===== config.mk =====
export PLATFORM = sky130hd
export DESIGN_NAME = prog_loader
export DESIGN_NICKNAME = d
export VERILOG_FILES = /design/src/rtl/prog_loader_pkg.sv /design/src/rtl/word_assembler.sv /design/src/rtl/prog_loader.sv
export SDC_FILE = /design/constraint.sdc
export NUM_CORES = 1
export LEC_CHECK = 0
export CELL_PAD_IN_SITES_DETAIL_PLACEMENT = 0
export CELL_PAD_IN_SITES_GLOBAL_PLACEMENT = 1
export CORE_MARGIN = 3
export CORE_UTILIZATION = 40
export CTS_CLUSTER_DIAMETER = 200
export DETAILED_ROUTE_END_ITERATION = 7
export PLACE_DENSITY = 0.79
export SYNTH_ARGS = -nofsm -noshare
export SYNTH_HDL_FRONTEND = slang
export SYNTH_SLANG_ARGS = --single-unit

===== constraint.sdc =====
create_clock -name clk -period 1.98 [get_ports clk]
set_input_delay 0.297 -clock clk [delete_from_list [all_inputs] [get_ports clk]]
set_output_delay 0.297 -clock clk [all_outputs]
set_load 0.1 [all_outputs]

===== src/rtl/prog_loader_pkg.sv =====
// Shared types and constants for the boot-image loader.
package prog_loader_pkg;

    typedef enum logic [2:0] {
        ST_SYNC0,
        ST_SYNC1,
        ST_LEN0,
        ST_LEN1,
        ST_PAYLOAD,
        ST_CHECK,
        ST_DONE,
        ST_ERROR
    } state_t;

    localparam logic [7:0]  SYNC0_BYTE        = 8'hA5;
    localparam logic [7:0]  SYNC1_BYTE        = 8'h5A;
    localparam int unsigned MAX_WORDS_DEFAULT = 8192;
    localparam int unsigned LEN_W             = 16;

endpackage


===== src/rtl/word_assembler.sv =====
// Packs four accepted bytes little-endian into a 32-bit word.
// The word and its completion strobe are presented combinationally with
// the fourth byte so the parent can register them in the same edge.
module word_assembler (
    input  logic        clk,
    input  logic        reset_n,
    input  logic        clear,
    input  logic        en,
    input  logic [7:0]  data,
    output logic [31:0] word_c,
    output logic        word_done_c
);

    logic [1:0]  idx;
    logic [23:0] low_bytes;

    // Byte index and the three lower bytes of the word in progress.
    always_ff @(posedge clk or negedge reset_n) begin
        if (!reset_n) begin
            idx       <= 2'd0;
            low_bytes <= 24'd0;
        end else if (clear) begin
            idx       <= 2'd0;
            low_bytes <= 24'd0;
        end else if (en) begin
            idx <= idx + 2'd1;
            case (idx)
                2'd0:    low_bytes[7:0]   <= data;
                2'd1:    low_bytes[15:8]  <= data;
                2'd2:    low_bytes[23:16] <= data;
                default: ;
            endcase
        end
    end

    assign word_c      = {data, low_bytes};
    assign word_done_c = en && (idx == 2'd3);

endmodule


===== src/rtl/prog_loader.sv =====
// Byte-stream boot loader: receives a framed image, writes it word by word
// into the combined memory, verifies the XOR checksum and releases the core.
module prog_loader
    import prog_loader_pkg::*;
#(
    parameter int unsigned ADDR_W    = 14,
    parameter int unsigned MAX_WORDS = MAX_WORDS_DEFAULT,
    parameter int unsigned LOAD_BASE = 0
) (
    input  logic              clk,
    input  logic              reset_n,
    input  logic              start,
    input  logic              in_valid,
    input  logic [7:0]        in_data,
    output logic              in_ready,
    output logic              mem_we,
    output logic [ADDR_W-1:0] mem_addr,
    output logic [31:0]       mem_wdata,
    output logic              core_reset,
    output logic              done,
    output logic              error,
    output logic [ADDR_W:0]   words_loaded
);

    localparam int unsigned CNT_W = ADDR_W + 1;

    state_t             state_q;
    state_t             state_d;
    logic [7:0]         len_lo_q;
    logic [LEN_W-1:0]   n_words_q;
    logic [7:0]         checksum_q;
    logic [LEN_W-1:0]   len_c;
    logic               accept_c;
    logic               restart_c;
    logic               last_word_c;
    logic               asm_clear_c;
    logic               asm_en_c;
    logic [31:0]        word_c;
    logic               word_done_c;

    assign accept_c    = in_valid && in_ready;
    assign len_c       = {in_data, len_lo_q};
    assign restart_c   = start && ((state_q == ST_DONE) || (state_q == ST_ERROR));
    assign last_word_c = (32'(words_loaded) + 32'd1) == 32'(n_words_q);
    assign asm_clear_c = (state_q != ST_PAYLOAD);
    assign asm_en_c    = accept_c && (state_q == ST_PAYLOAD);

    word_assembler u_word_assembler (
        .clk         (clk),
        .reset_n     (reset_n),
        .clear       (asm_clear_c),
        .en          (asm_en_c),
        .data        (in_data),
        .word_c      (word_c),
        .word_done_c (word_done_c)
    );

    // State register plus state-decoded status flags.
    always_ff @(posedge clk or negedge reset_n) begin
        if (!reset_n) begin
            state_q    <= ST_SYNC0;
            in_ready   <= 1'b1;
            core_reset <= 1'b1;
            done       <= 1'b0;
            error      <= 1'b0;
        end else begin
            state_q    <= state_d;
            in_ready   <= (state_d != ST_DONE) && (state_d != ST_ERROR);
            core_reset <= (state_d != ST_DONE);
            done       <= (state_d == ST_DONE);
            error      <= (state_d == ST_ERROR);
        end
    end

    // Frame parser next-state logic.
    always_comb begin
        state_d = state_q;
        case (state_q)
            ST_SYNC0: begin
                if (accept_c && (in_data == SYNC0_BYTE)) state_d = ST_SYNC1;
            end
            ST_SYNC1: begin
                if (accept_c) begin
                    if (in_data == SYNC1_BYTE)      state_d = ST_LEN0;
                    else if (in_data == SYNC0_BYTE) state_d = ST_SYNC1;
                    else                            state_d = ST_SYNC0;
                end
            end
            ST_LEN0: begin
                if (accept_c) state_d = ST_LEN1;
            end
            ST_LEN1: begin
                if (accept_c) begin
                    if (32'(len_c) > MAX_WORDS)   state_d = ST_ERROR;
                    else if (len_c == LEN_W'(0))  state_d = ST_CHECK;
                    else                          state_d = ST_PAYLOAD;
                end
            end
            ST_PAYLOAD: begin
                if (word_done_c && last_word_c) state_d = ST_CHECK;
            end
            ST_CHECK: begin
                if (accept_c) state_d = (in_data == checksum_q) ? ST_DONE : ST_ERROR;
            end
            ST_DONE, ST_ERROR: begin
                if (start) state_d = ST_SYNC0;
            end
            default: state_d = ST_SYNC0;
        endcase
    end

    // Length capture, checksum, word counter and memory write port.
    always_ff @(posedge clk or negedge reset_n) begin
        if (!reset_n) begin
            len_lo_q     <= 8'd0;
            n_words_q    <= '0;
            checksum_q   <= 8'd0;
            words_loaded <= '0;
            mem_we       <= 1'b0;
            mem_addr     <= '0;
            mem_wdata    <= 32'd0;
        end else begin
            mem_we <= 1'b0;
            if (state_q == ST_LEN0 && accept_c) len_lo_q  <= in_data;
            if (state_q == ST_LEN1 && accept_c) n_words_q <= len_c;
            if (restart_c) begin
                words_loaded <= '0;
                checksum_q   <= 8'd0;
            end else begin
                // Count advances on the strobe cycle, so mem_addr uses the pre-increment value.
                if (mem_we)   words_loaded <= words_loaded + CNT_W'(1);
                if (asm_en_c) checksum_q   <= checksum_q ^ in_data;
                if (word_done_c) begin
                    mem_we    <= 1'b1;
                    mem_addr  <= ADDR_W'(LOAD_BASE) + words_loaded[ADDR_W-1:0];
                    mem_wdata <= word_c;
                end
            end
        end
    end

endmodule


==> flow_summary_export.csv, run 1 <==
group,metric,value,unit
timing,rsz0062_at_grt,"true",
route,detailedRoute.firstIterationViolations,287,
power,cellPowerDensity,1455,mW/mm²
die,core_area,0.01459,mm²
clocking,clockRootBuffer,"sky130_fd_sc_hd__clkbuf_16",
timing,clock.fmax,490.2,MHz
critical_path,slowest_delay,0.64,ns
logic_synthesis,synth-async-reset-ratio,1.000,
timing,tcrit_tclk_final,1.030,
route,final_ant_viol_nets,0,
logic_synthesis,synth.yosys.seq_area_share,0.5308,
critical_path,setup.worst_path.class,"reg -> reg",
power,peakVddDrop,0.7453,mV
grt,grt_antenna_before_repair,0,
outcome,violations,"setup timing",
timing,timing.clock.skew,0.01053,ns
logic_synthesis,yosys_cell_types,55,
logic_synthesis,ys_dominant_reg_cell,"sky130_fd_sc_hd__dfrtp_1",
route,detail_route.vias_per_cell,5.169,
route,detailroute.via_count,4595,
critical_path,critical-path-top-delay-family,"simple AND/OR/NAND/NOR gates",
timing,worst_hold_slack,0.3327,ns
clocking,cts_max_level,4,
clocking,cts.reportedPaths.clkPinSlew,0.06,ns
timing,report.final.setup_viol,3,
die,die_width,128.4,µm
route,postRouteWirelength,15450,µm
grt,first_global_vias,4676,
clocking,cts_buffer_depth,2,
critical_path,critPathRequiredTime,2.33,ns
cells_and_area,layout.cells.most_common_list,"sky130_fd_sc_hd__buf_4 (147), sky130_fd_sc_hd__dfrtp_1 (110), sky130_fd_sc_hd__nand2_1 (49)",
place,placement.setup.worst_slack,-0.4020,ns
critical_path,timing.critical_path.cells,"and2_4 -> and4_4 -> nand4_1 -> nand4bb_1 -> nor4_2 -> buf_4 -> a31oi_4 -> nor2_1",
critical_path,crit_path_start_kind,"flip-flop",
grt,grt.overflow.total,0,
critical_path,timing.critical_path.buf_inv,1,
grt,grt_start_max_net_pins,57,
critical_path,endpoint_kind,"flip-flop",
timing,final_critical_delay_including_setup_and_external_delays,2.040,ns
clocking,clk-insertion-delay-late,0.42,ns
timing,timing.final.ws_setup,-0.06007,ns
die,row_count,44,
power,finalPower,12330,µW
logic_synthesis,syn-mean-instance-area,11.14,µm²
place,port_buffers,77,
logic_synthesis,post_synth_inst_count,538,
place,placed_cells,843,
logic_synthesis,ys_warn_count,0,
job,timing.max_cap.violations,0,
worst_hold_path,timing.hold.worst.class,"in -> async",
timing,least_margin_pin_slew,0.3315,ns
die,die-area,0.01648,mm²
cells_and_area,final_common_cell,"sky130_fd_sc_hd__buf_4",
grt,track_usage,0.1947,
clocking,clock_tree_from_tritoncts,"built",
place,detailed_place_hpwl,10940,µm
die,dieHeight,128.4,µm
logic_synthesis,syn-num-nets,555,
clocking,cts_made_buffers,17,
cells_and_area,design.final.nets,709,
cells_and_area,fillCellCount,1189,
logic_synthesis,mappedNetlistArea,0.005992,mm²
logic_synthesis,number_of_enable_type_register_cells_in_the_synthesized_netlist,0,
die,floorplan.initialDensity,0.4107,
grt,grt_pass1_wl,24980,µm
cells_and_area,post_route_cells_drive_above_1_share,0.4426,
outcome,run_status,"finished, violations left",
timing,final_hold_viol_count,0,
critical_path,worst_path_max_delay_cell,"sky130_fd_sc_hd__dfstp_4",
die,top_level_ports,78,
clocking,clkSinkCount,127,
critical_path,worst_ep_arrival_time,2.39,ns
critical_path,crit_fanout,3,
route,detail_route.drc_violations,0,
power,power.leakage,0.003869,µW
cells_and_area,stdcell_count,889,
cells_and_area,antenna_cells,0,
cells_and_area,p_r_area_growth_vs_syn,41.41,%
route,detail_route.wl_per_cell,17.37,µm
timing,final_max_slew_viol_count,0,
logic_synthesis,ys_seq_elements,127,
timing,maxSlewHeadroom,0.7774,
place,gp_congestion,0.8787,
route,drt-pass1-iter-count,4,
-- synth_stat cells, drive strengths merged, types with 2 or more instances --
library cell    n  share of area
dfrtp         125           0.52
mux2           70           0.13
nand2          50          0.031
a21oi          36          0.030
nand3          36          0.030
nor2           34          0.021
xor2           25          0.037
clkbuf         24          0.019
xnor2          21          0.031
buf            15          0.017
nand4          11          0.014
o21ai           9         0.0075
and2            7         0.0073
inv             6         0.0038
nor4            6         0.0063
a31oi           5         0.0052
ha              5          0.010
nor3            5         0.0042
a21o            4         0.0050
and4            4         0.0061
o211ai          4         0.0050
and3            3         0.0031
and2b           2         0.0027
and4b           2         0.0033
dfstp           2         0.0088
nand3b          2         0.0025
nand4b          2         0.0029
nor4b           2         0.0029
o31ai           2         0.0025
o32ai           2         0.0029
or3             2         0.0023
or4             2         0.0031
-- power by group --
part	switching [µW]	internal (µW)
Clock	1170	2120
Combinational	3110	2100
Sequential	600	3230
-- metrics by stage --
stage | instance area (µm²) | util | setup TNS, ns
3_3_place_gp | 7528 | 0.5160 | -5.802
3_5_place_dp | 7528 | 0.5160 | -6.758
6_report | 8473 | 0.5808 | -0.1196
4_1_cts | 8267 | 0.5666 | -0.1621
2_1_floorplan | 6230 | - | -2.052
5_1_grt | 8473 | 0.5808 | -0.4549
-- logic make-up (layout without fill, tap and decap cells) --
group                      Yosys count  in the layout  share of synthesized area
and+or+nand+nor                    176            176                     0.1526
adders and majority gates            5              5                    0.01044
buffers and inverters               45            212                    0.03905
DFF                                127            127                     0.5308
AOI/OAI and AO/OA                   68             68                    0.06661
xor gates and xnor gates            46             46                    0.06724
muxes                               71             71                     0.1332
-- sequential cells by signal, indices dropped and copies added (netlist names), 2 cells and up --
name,flops
checksum_q,8
len_lo_q,8
mem_addr,14
mem_wdata,32
n_words_q,16
state_q,3
u_word_assembler.idx,2
u_word_assembler.low_bytes,24
words_loaded,15
-- worst paths after layout --
check                              from              end  slack [ns]  depth (start not counted)
max in group asynchronous       reset_n  words_loaded[3]        1.01                          3
min                             reset_n    mem_wdata[14]        0.33                          2
min reg2reg                mem_wdata[6]     mem_wdata[6]        0.51                          1
max                            in_ready            error       -0.06                          8
max reg2reg                    in_ready            error       -0.06                          8
min in group clk             in_data[5]    checksum_q[5]        0.34                          4
-- timing repair --
| item | in CTS | in global routing |
|---|---|---|
| setup endpoints to repair | 4 | 36 |
| pin swaps | 15 | 13 |
| hold buffers | 1 | 0 |
| cloned | 0 | 1 |
| hold endpoints to repair | 22 | 0 |
| resized for setup | 11 | 27 |
| setup buffers | 5 | 7 |
-- layout make-up --
class	instances	area, µm²	area share
multi-input combinational	366	2845	0.3358
inverter	6	22.52	0.002658
timing repair buffer	174	1510	0.1782
clock buffer	21	480.5	0.05670
clock inverter	11	156.4	0.01846
sequential	127	3228	0.3810
tap	184	230.2	0.02717
-- routing by layer --
metal | GRT usage | vias to the layer above | part of all wire
li1 | - | 2196 | -
met3 | 0.04442 | 10 | 0.044
met5 | 0 | - | 0
met1 | 0.2838 | 2289 | 0.48
met2 | 0.2872 | 100 | 0.47
met4 | 0.06679 | 0 | 0.012
Power figures use the tool's default switching activity.
==> inputs of run 2 (changes only) <==
Settings changed: CORE_UTILIZATION 40 to 44, PLACE_DENSITY 0.79 to 0.81.
Clock period 1.98 ns to 2.1 ns, I/O delays scaled along.
==> run 2 against run 1 <==
- the run ends with hold timing left
- routed wire length shrank 9.2%
- global-route usage rose by 0.070 points
- clock skew shrank 0.0014 ns
- via count down 3.5%
- sequential share of layout area rose by 3.0 points
- sequential cell count is the same
- first-iteration DRC count fell by 31%
- clock-buffer cell count decreased by 2
==> flow_summary_export.csv, run 2 (same netlist as run 1, synthesis figures left out) <==
group,metric,value,unit
place,detailed_place_hpwl,9575,µm
critical_path,endpoint_kind,"flip-flop",
outcome,run_status,"finished, violations left",
critical_path,worst_ep_arrival_time,2.31,ns
clocking,cts.reportedPaths.clkPinSlew,0.06,ns
timing,final_max_slew_viol_count,0,
cells_and_area,largestRegisters,"mem_wdata (32), u_word_assembler.low_bytes (24), n_words_q (16)",
route,detail_route.drc_violations,0,
grt,first_global_vias,4312,
cells_and_area,layout.cells.most_common_list,"sky130_fd_sc_hd__buf_4 (117), sky130_fd_sc_hd__dfrtp_1 (111), sky130_fd_sc_hd__mux2_2 (70)",
cells_and_area,antenna_cells,0,
clocking,cts_made_buffers,17,
grt,grt_pass1_wl,22430,µm
die,top_level_ports,78,
clocking,clock_tree_from_tritoncts,"built",
timing,worst_hold_slack,-0.01215,ns
clocking,cts_max_level,4,
critical_path,slowest_delay,0.63,ns
route,postRouteWirelength,14020,µm
timing,final_critical_delay_including_setup_and_external_delays,2.006,ns
critical_path,reg2reg_setup_slack,0.09,ns
worst_hold_path,timing.hold.worst.class,"in -> async",
timing,final.setup.tns,0,ns
route,final_ant_viol_nets,0,
clocking,postCtsHoldBufs,0,
route,detail_route.wl_per_cell,16.72,µm
die,core_area,0.01330,mm²
critical_path,worst_path_max_delay_cell,"sky130_fd_sc_hd__dfstp_4",
cells_and_area,stdcell_count,839,
die,die-area,0.01505,mm²
cells_and_area,final_util,0.5899,
route,detailedRoute.firstIterationViolations,198,
timing,clock.fmax,498.6,MHz
cells_and_area,final_common_cell,"sky130_fd_sc_hd__buf_4",
power,cellPowerDensity,1390,mW/mm²
clocking,clk-insertion-delay-late,0.42,ns
timing,tcrit_tclk_final,0.9551,
timing,maxSlewHeadroom,0.5420,
route,detailroute.via_count,4432,
place,port_buffers,77,
place,placed_cells,799,
timing,final_hold_viol_count,27,
timing,least_margin_pin_slew,0.6870,ns
cells_and_area,top_register,"mem_wdata",
cells_and_area,p_r_area_growth_vs_syn,30.88,%
die,dieHeight,122.7,µm
power,peakVddDrop,0.5615,mV
critical_path,crit_fanout,35,
grt,track_usage,0.1954,
critical_path,setup.worst_path.class,"reg -> reg",
route,detail_route.vias_per_cell,5.282,
timing,timing.clock.skew,0.009086,ns
clocking,cts_buffer_depth,2,
die,row_count,42,
die,die_width,122.7,µm
power,power.leakage,0.003547,µW
place,gp_congestion,0.8956,
timing,report.final.setup_viol,0,
route,drt-pass1-iter-count,4,
clocking,clockRootBuffer,"sky130_fd_sc_hd__clkbuf_16",
cells_and_area,largest_register_ff_count,32,
die,floorplan.initialDensity,0.4507,
cells_and_area,design.final.nets,667,
grt,grt.overflow.total,0,
critical_path,timing.critical_path.cells,"and2_1 -> and4_2 -> buf_4 -> buf_12 -> mux2_2",
clocking,clkSinkCount,127,
grt,grt_start_max_net_pins,128,
grt,grt_antenna_before_repair,0,
cells_and_area,post_route_cells_drive_above_1_share,0.3922,
critical_path,critPathRequiredTime,2.41,ns
job,timing.max_cap.violations,0,
critical_path,crit_path_start_kind,"flip-flop",
outcome,violations,"hold timing",
## run 2: path summary, 6_finish.rpt
path                       depth (start not counted)         endpoint         start
max                                                5    mem_wdata[16]      in_ready
min                                                2      mem_addr[6]       reset_n
max reg2reg                                        5    mem_wdata[16]      in_ready
min reg2reg                                        1     mem_wdata[2]  mem_wdata[2]
max in group asynchronous                          2  words_loaded[0]       reset_n
min in group clk                                   1     mem_wdata[2]  mem_wdata[2]
## run 2: layer usage
layer | routed length [µm] | track usage | vias up
met2 | 6758 | 0.3017 | 98
met1 | 6389 | 0.2648 | 2208
met3 | 648 | 0.05115 | 22
li1 | - | - | 2104
met4 | 228 | 0.07418 | 0
met5 | 0 | 0 | -
## run 2: layout make-up
type	instances	area, µm²
Fill cell	1110	5453
Sequential cell	127	3227
Multi-Input combinational cell	366	2706
Timing Repair Buffer	132	1070
Clock buffer	19	432.9
Tap cell	176	220.2
Clock inverter	13	163.9
Inverter	6	22.52
## run 2: what timing repair did
| item | 4_1_cts | 5_1_grt |
|---|---|---|
| resized for setup | 7 | 11 |
| buffers inserted | 4 | 5 |
| pin swaps | 6 | 17 |
| hold endpoints to repair | 0 | 0 |
| endpoints found under the setup margin | 3 | 3 |
## run 2: report_power, final
group / leakage, µW / internal, µW / total (µW) / switching [µW]
Sequential: 0.00167 / 3050 / 3740 / 698
Clock: 0.000288 / 1870 / 2960 / 1090
Combinational: 0.00159 / 1560 / 4200 / 2640
Total: 0.00355 / 6480 / 10900 / 4430
## run 2: critical path, delay by kind of cell (launching register included)
kind                   cells  cell delay [ns]
flip-flops                 1             0.63
AND/OR/NAND/NOR            2             0.40
buffers and inverters      2             0.48
multiplexers               1             0.36
## run 2: metrics by stage
stage                     total power (µW)  hold slack, ns  setup slack (ns)  instance area, µm²
after floorplan                       6602         0.01941           -0.1061                6078
after detailed placement              7693          0.4824           -0.2800                7082
after global placement                7636          0.4756           -0.2126                7082
final                                10900        -0.01215           0.09438                7843
after global routing                 11430         0.03577          -0.02779                7843
after CTS                            10780         0.03270           0.01841                7735
==> variant 1: new RTL, config.mk and constraints of run 1 <==
Register the output `error` once more, cleared by the reset; this adds one clock of latency there. The other outputs are not delayed to match.
--- a/src/rtl/prog_loader.sv
+++ b/src/rtl/prog_loader.sv
@@ -25,2 +25,4 @@
     localparam int unsigned CNT_W = ADDR_W + 1;
+
+    logic error_s0;
 
@@ -64,3 +66,3 @@
             done       <= 1'b0;
-            error      <= 1'b0;
+            error_s0   <= 1'b0;
         end else begin
@@ -70,3 +72,3 @@
             done       <= (state_d == ST_DONE);
-            error      <= (state_d == ST_ERROR);
+            error_s0   <= (state_d == ST_ERROR);
         end
@@ -141,2 +143,10 @@
 
+    always_ff @(posedge clk or negedge reset_n) begin
+        if (!reset_n) begin
+            error <= '0;
+        end else begin
+            error <= error_s0;
+        end
+    end
+
 endmodule
Check against the original RTL: not equivalent (Yosys sat finds a counterexample within 10 cycles, from zero or initial values and one cycle with reset_n low).
==> variant 1 against run 1 <==
- synthesized area is 1.2% lower
- critical path depth is 2 lower
- cell area is 8.3% lower
- worst setup slack better by 190 ps
- wire length is 4.9% lower
- die area is 1.1% lower
- non-clock buffer count is 51 lower
- sequential cell count is 1 higher
Power is not compared: it rests on default switching activity, and its combinational part moved more than twofold at a synthesized area within 25%.
==> variant 1: results (changes against run 1) <==
| Metric | Value |
|---|---|
| Pin count of the biggest net entering global routing | `87 (+53%)` |
| HPWL Detailed | `10300 um (-5.9%)` |
| Final setup skew | `7.558 ps (-2.976 ps)` |
| Asr flop ratio synth | `100.0% (unchanged)` |
| Initial DRC count | `367 (+28%)` |
| Distinct cell type count of the synthesized netlist | `49 (-11%)` |
| Worst-Skew Late Latency | `410 ps` |
| Post-DR vias/cell | `5.227 (+1.1%)` |
| R2r setup slk | `130 ps (+190 ps)` |
| Vias in the first global route | `4696 (+0.43%)` |
| Clock root cell | `clkbuf_16` |
| Net count, final | `702 (-0.99%)` |
| GRT Overall Usage | `18.97% (-0.50 points)` |
| Max IR drop VDD | `0.0006890 V` |
| Layout cell share with drive strength beyond 1 | `31.66% (-13 points)` |
| Critical Path AT | `2190 ps (-200 ps)` |
| GP Congestion | `0.9148 (+4.1%)` |
| DR vias | `4589 (-0.13%)` |
| Fillers | `1239 (+4.2%)` |
| Register area share after synthesis | `54.15% (+1.1 points)` |
| Reg2reg path depth | `6 (-2)` |
| Clk slew on worst S/H paths | `approximately 50 ps` |
| Clk buf depth | `2 (unchanged)` |
| Post-placement setup slack | `-273.1 ps (+128.8 ps)` |
| Status | `completed` |
| Buffer count from post-CTS setup fixing | `0 (-5)` |
| CP Max Fanout | `6 (+3)` |
| Switch Pwr | `0.002603 W` |
| Initial core utilization | `41.83% (+0.76 points)` |
| Static leakage | `3.683 nW` |
| Rel. slew slack | `68.48% (-9.3 points)` |
| Syn_nets | `598 (+7.7%)` |
| H-tree levels | `4 (unchanged)` |
| WL final | `14690 um (-4.9%)` |
| Worst Hold Depth | `0` |
| Hold/Removal Path Class | `flip-flop to flip-flop` |
| Cells after DPL | `845 (+0.24%)` |
| First-pass GRT wire length | `24360 um (-2.5%)` |
| Commonest cells in the netlist | `dfrtp_1 (126), nand2_1 (122), mux2_2 (43)` |
| Post-synthesis average cell area | `10.19 um^2 (-8.5%)` |
| Area contributors post-synth | `dfrtp_1 (53%), mux2_2 (8.2%), nand2_1 (7.7%)` |
| Period minus WS final | `1852 ps (-188.1 ps)` |
variant 1: cell count changes in the layout (fill, tap and decap cells not counted), moves of 4 or more:
cell / before / now
a21oi_1: 34 / 30
and2_1: 5 / 1
buf_4: 147 / 102
buf_6: 5 / 0
clkbuf_8: 4 / 8
clkinv_4: 5 / 0
mux2_4: 29 / 0
nand2_1: 49 / 120
nand3_1: 34 / 39
o21ai_0: 6 / 24
xnor2_1: 20 / 28
xor2_1: 24 / 17
variant 1: area by class of cell:
cell class,instances,share of cell area [%]
inverter,8,0.4185
timing repair buffer,123,13.84
tap,180,2.897
clock buffer,28,7.034
sequential,128,41.83
multi-input combinational,407,33.08
clock inverter,4,0.9013
variant 1: logic make-up after synthesis:
family                     Yosys count  synth area share, %
and+or+nand+nor                    237                18.37
DFF                                128                54.15
AOI/OAI and AO/OA                   75                7.589
buffers and inverters               46                3.657
xor gates and xnor gates            45                6.658
muxes                               45                8.518
adders and majority gates            5                1.057
variant 1: worst max-delay path, cell delays in order (launching register included):
cell and delay (ps):
dfstp_4 640, and2_1 190, buf_4 190, o211ai_1 100, a21oi_1 170, a211oi_2 120
or3_1 380
variant 1: path summary, 6_finish.rpt:
kind | from | end
setup / recovery | in_ready$_DFF_PN1_ | core_reset$_DFF_PN1_
hold / removal | error_s0$_DFF_PN0_ | error$_DFF_PN0_
setup reg to reg | in_ready$_DFF_PN1_ | core_reset$_DFF_PN1_
hold reg to reg | error_s0$_DFF_PN0_ | error$_DFF_PN0_
max in group asynchronous | reset_n | mem_wdata[20]$_DFFE_PN0P_
min in group asynchronous | reset_n | mem_addr[4]$_DFFE_PN0P_
variant 1: what timing repair did:
action / in CTS / in global routing
gates resized for setup: 0 / 6
setup endpoints to repair: 0 / 8
hold endpoints to repair: 126 / 0
hold buffers: 1 / 0
variant 1: power groups by stage:
stage               clock network [W]  registers [W]  logic (W)
detailed placement                  0        0.00315    0.00213
floorplan                           0        0.00333    0.00134
global placement                    0        0.00314    0.00212
finish                        0.00319        0.00312    0.00218
CTS                           0.00326        0.00311    0.00215
global route                  0.00338        0.00315    0.00238
variant 1: stage by stage:
stage	hold slack, ps	cell area, um^2	setup TNS [ps]
CTS	377.2	7747	0
global placement	302.8	7121	-1686
detailed placement	305.3	7121	-2072
global route	379.2	7774	0
finish	368.8	7774	0
floorplan	1.409	6048	0
variant 1: routing by layer:
layer | up-vias | part of all wire, % | GRT usage [%]
li1 | 2186 | - | -
met1 | 2300 | 46 | 26.11
met2 | 95 | 48 | 29.92
met3 | 8 | 4.4 | 4.667
met4 | 0 | 0.89 | 5.680
met5 | - | 0 | 0
==> variant 2: new RTL, settings of run 1 <==
Made on the original files. `ADDR_W`: 14 -> 16.
--- a/src/rtl/prog_loader.sv
+++ b/src/rtl/prog_loader.sv
@@ -5,3 +5,3 @@
 #(
-    parameter int unsigned ADDR_W    = 14,
+    parameter int unsigned ADDR_W    = 16,
     parameter int unsigned MAX_WORDS = MAX_WORDS_DEFAULT,
Ports: changed (resized mem_addr and words_loaded); port bits go from 78 to 82. The function was not compared with the original's and may differ.
==> variant 2 against run 1 <==
- the flow still finishes with violations (setup timing)
- fmax fell by 5.7%
- sequential cell count grew 4
- non-clock buffer count shrank 13
- total power is 7.0% lower
- clock power increased by 4%
- synthesized area is 1.9% higher
- critical endpoint is now state_q[0]$_DFF_PN0_
- wire length rose by 8.0%
- sequential share of layout area up 2.1 points
- worst setup slack got worse by 120 ps
- cell area is 2.4% lower
==> variant 2: results (changes against run 1) <==
| Metric | Value |
|---|---|
| Net count, final | `807 (+14%)` |
| Synth warnings | `0 (unchanged)` |
| Commonest cells in the netlist | `nand2_1 (191), dfrtp_1 (129), nor2_1 (40)` |
| First-pass GRT wire length | `27350 um (+9.5%)` |
| CP top delay family | `simple AND/OR/NAND/NOR gates` |
| IO Port Bufs | `81 (+5.2%)` |
| Critical path's slowest cell | `dfstp_4` |
| CP max stage delay | `610 ps (-30 ps)` |
| Ys flop type | `dfrtp_1` |
| Ant diodes | `0 (unchanged)` |
| Clock root cell | `clkbuf_16` |
| Regs by FF count | `mem_wdata (32), u_word_assembler.low_bytes (24), words_loaded (17)` |
| Pin count of the biggest net entering global routing | `53 (-7.0%)` |
| Fillers | `1299 (+9.3%)` |
| Syn_nets | `672 (+21%)` |
| GRT Overall Usage | `20.89% (+1.4 points)` |
| Initial antenna violation count | `0 (unchanged)` |
| Distinct cell type count of the synthesized netlist | `53 (-3.6%)` |
| Setup slack after layout | `-182.7 ps (-122.7 ps)` |
| Slew Limit Fails | `0 (unchanged)` |
| Hold/Removal Path Class | `input port to asynchronous set/reset pin` |
| Final setup violation count | `1 (-2)` |
| GP Congestion | `0.8702 (-0.97%)` |
| H-tree levels | `4 (unchanged)` |
| WL final | `16680 um (+8.0%)` |
| Post-synth EDFFs | `0 (unchanged)` |
| CP Max Fanout | `2 (-1)` |
| Clk slew on worst S/H paths | `60 ps (about the same)` |
| Crit path launch | `in_ready$_DFF_PN1_` |
| Failing checks | `setup timing` |
| Asr flop ratio synth | `100.0% (unchanged)` |
| Post-placement setup slack | `-452.5 ps (-50.49 ps)` |
| Least-Margin Pin Slew | `578.4 ps (+246.9 ps)` |
| HPWL Detailed | `11720 um (+7.1%)` |
| Layout cell share with drive strength beyond 1 | `30.51% (-14 points)` |
| Max IR drop VDD | `0.0006642 V (-11%)` |
| DR vias | `5189 (+13%)` |
| First-pass DRT Iterations | `4 (unchanged)` |
| Final setup skew | `3.207 ps (-7.327 ps)` |
| Status | `complete, but fails checks` |
| Register area share after synthesis | `53.73% (+0.65 points)` |
| Static leakage | `3.943 nW (+1.9%)` |
| Area contributors post-synth | `dfrtp_1 (53%), nand2_1 (12%), mux2_2 (4.1%)` |
| Clk buf depth | `2 (unchanged)` |
| Worst-Skew Late Latency | `420 ps (about the same)` |
| CTS Buf Count | `17 (unchanged)` |
| Initial DRC count | `320 (+11%)` |
| Critical Path AT | `2530 ps (+140 ps)` |
## variant 2: changes by cell type in the layout (fill, tap and decap cells not counted), moves of 5 or more
cell | run 1 | this run
mux2i_1 | 1 | 6
mux2_4 | 29 | 0
mux2_2 | 41 | 22
nand2_1 | 49 | 191
nor2_1 | 32 | 38
buf_4 | 147 | 141
o21ai_0 | 6 | 13
## variant 2: where the power goes
group	switching (W)	internal, W
clock network	0.00119	0.00222
registers	0.000495	0.00325
logic	0.00266	0.00165
total	0.00434	0.00712
## variant 2: worst paths after layout
kind                            cells after the start                         to
worst min register to register                      2  mem_wdata[19]$_DFFE_PN0P_
max in group asynchronous                           3       core_reset$_DFF_PN1_
worst min-delay path                                2  mem_wdata[16]$_DFFE_PN0P_
worst max-delay path                                6       state_q[0]$_DFF_PN0_
min in group clk                                    2  mem_wdata[19]$_DFFE_PN0P_
worst max register to register                      6       state_q[0]$_DFF_PN0_
## variant 2: metrics by stage
step                      area, um^2  hold WS (ps)  TNS (ps)  std cells
after floorplan                 6205         1.409     -3706        655
after global placement          7531         276.8     -4720        952
after detailed placement        7531         282.3     -8055        952
after CTS                       8218         399.1    -231.3        985
after global routing            8272         427.4    -626.2        987
final                           8272         381.7    -182.7        987
## variant 2: layout make-up
cell class / count / area (um^2) / share of cell area, %
clock inverters: 14 / 211.5 / 2.556
flip-flops and latches: 131 / 3328 / 40.24
well taps: 184 / 230.2 / 2.783
inverters: 9 / 33.78 / 0.4084
clock buffers: 18 / 429.2 / 5.188
repair buffers: 161 / 1331 / 16.09
multi-input cells: 470 / 2708 / 32.73
## variant 2: timing repair
| item | in CTS | in global routing |
|---|---|---|
| setup buffers | 0 | 2 |
| hold buffers | 1 | 0 |
| gates resized for setup | 7 | 10 |
| setup endpoints to repair | 4 | 44 |
| hold endpoints to repair | 48 | 0 |
| pin swaps | 1 | 5 |
| gates cloned | 0 | 0 |
## variant 2: cell families (layout without fill, tap and decap cells)
group / count (synthesis) / after routing / synth area share (%)
muxes: 28 / 28 / 5.041
and+or+nand+nor: 320 / 320 / 23.18
xor gates and xnor gates: 44 / 44 / 6.311
buffers and inverters: 54 / 202 / 3.463
DFF: 131 / 131 / 53.73
AOI/OAI and AO/OA: 73 / 73 / 7.254
adders and majority gates: 5 / 5 / 1.025
## variant 2: metal layers
metal / part of all wire [%] / global-route usage, % / up-vias
met4: 1.2 / 5.623 / 0
met1: 47 / 30.17 / 2586
met3: 5.4 / 4.905 / 19
li1: - / - / 2455
met5: 0 / 0 / -
met2: 46 / 31.83 / 129
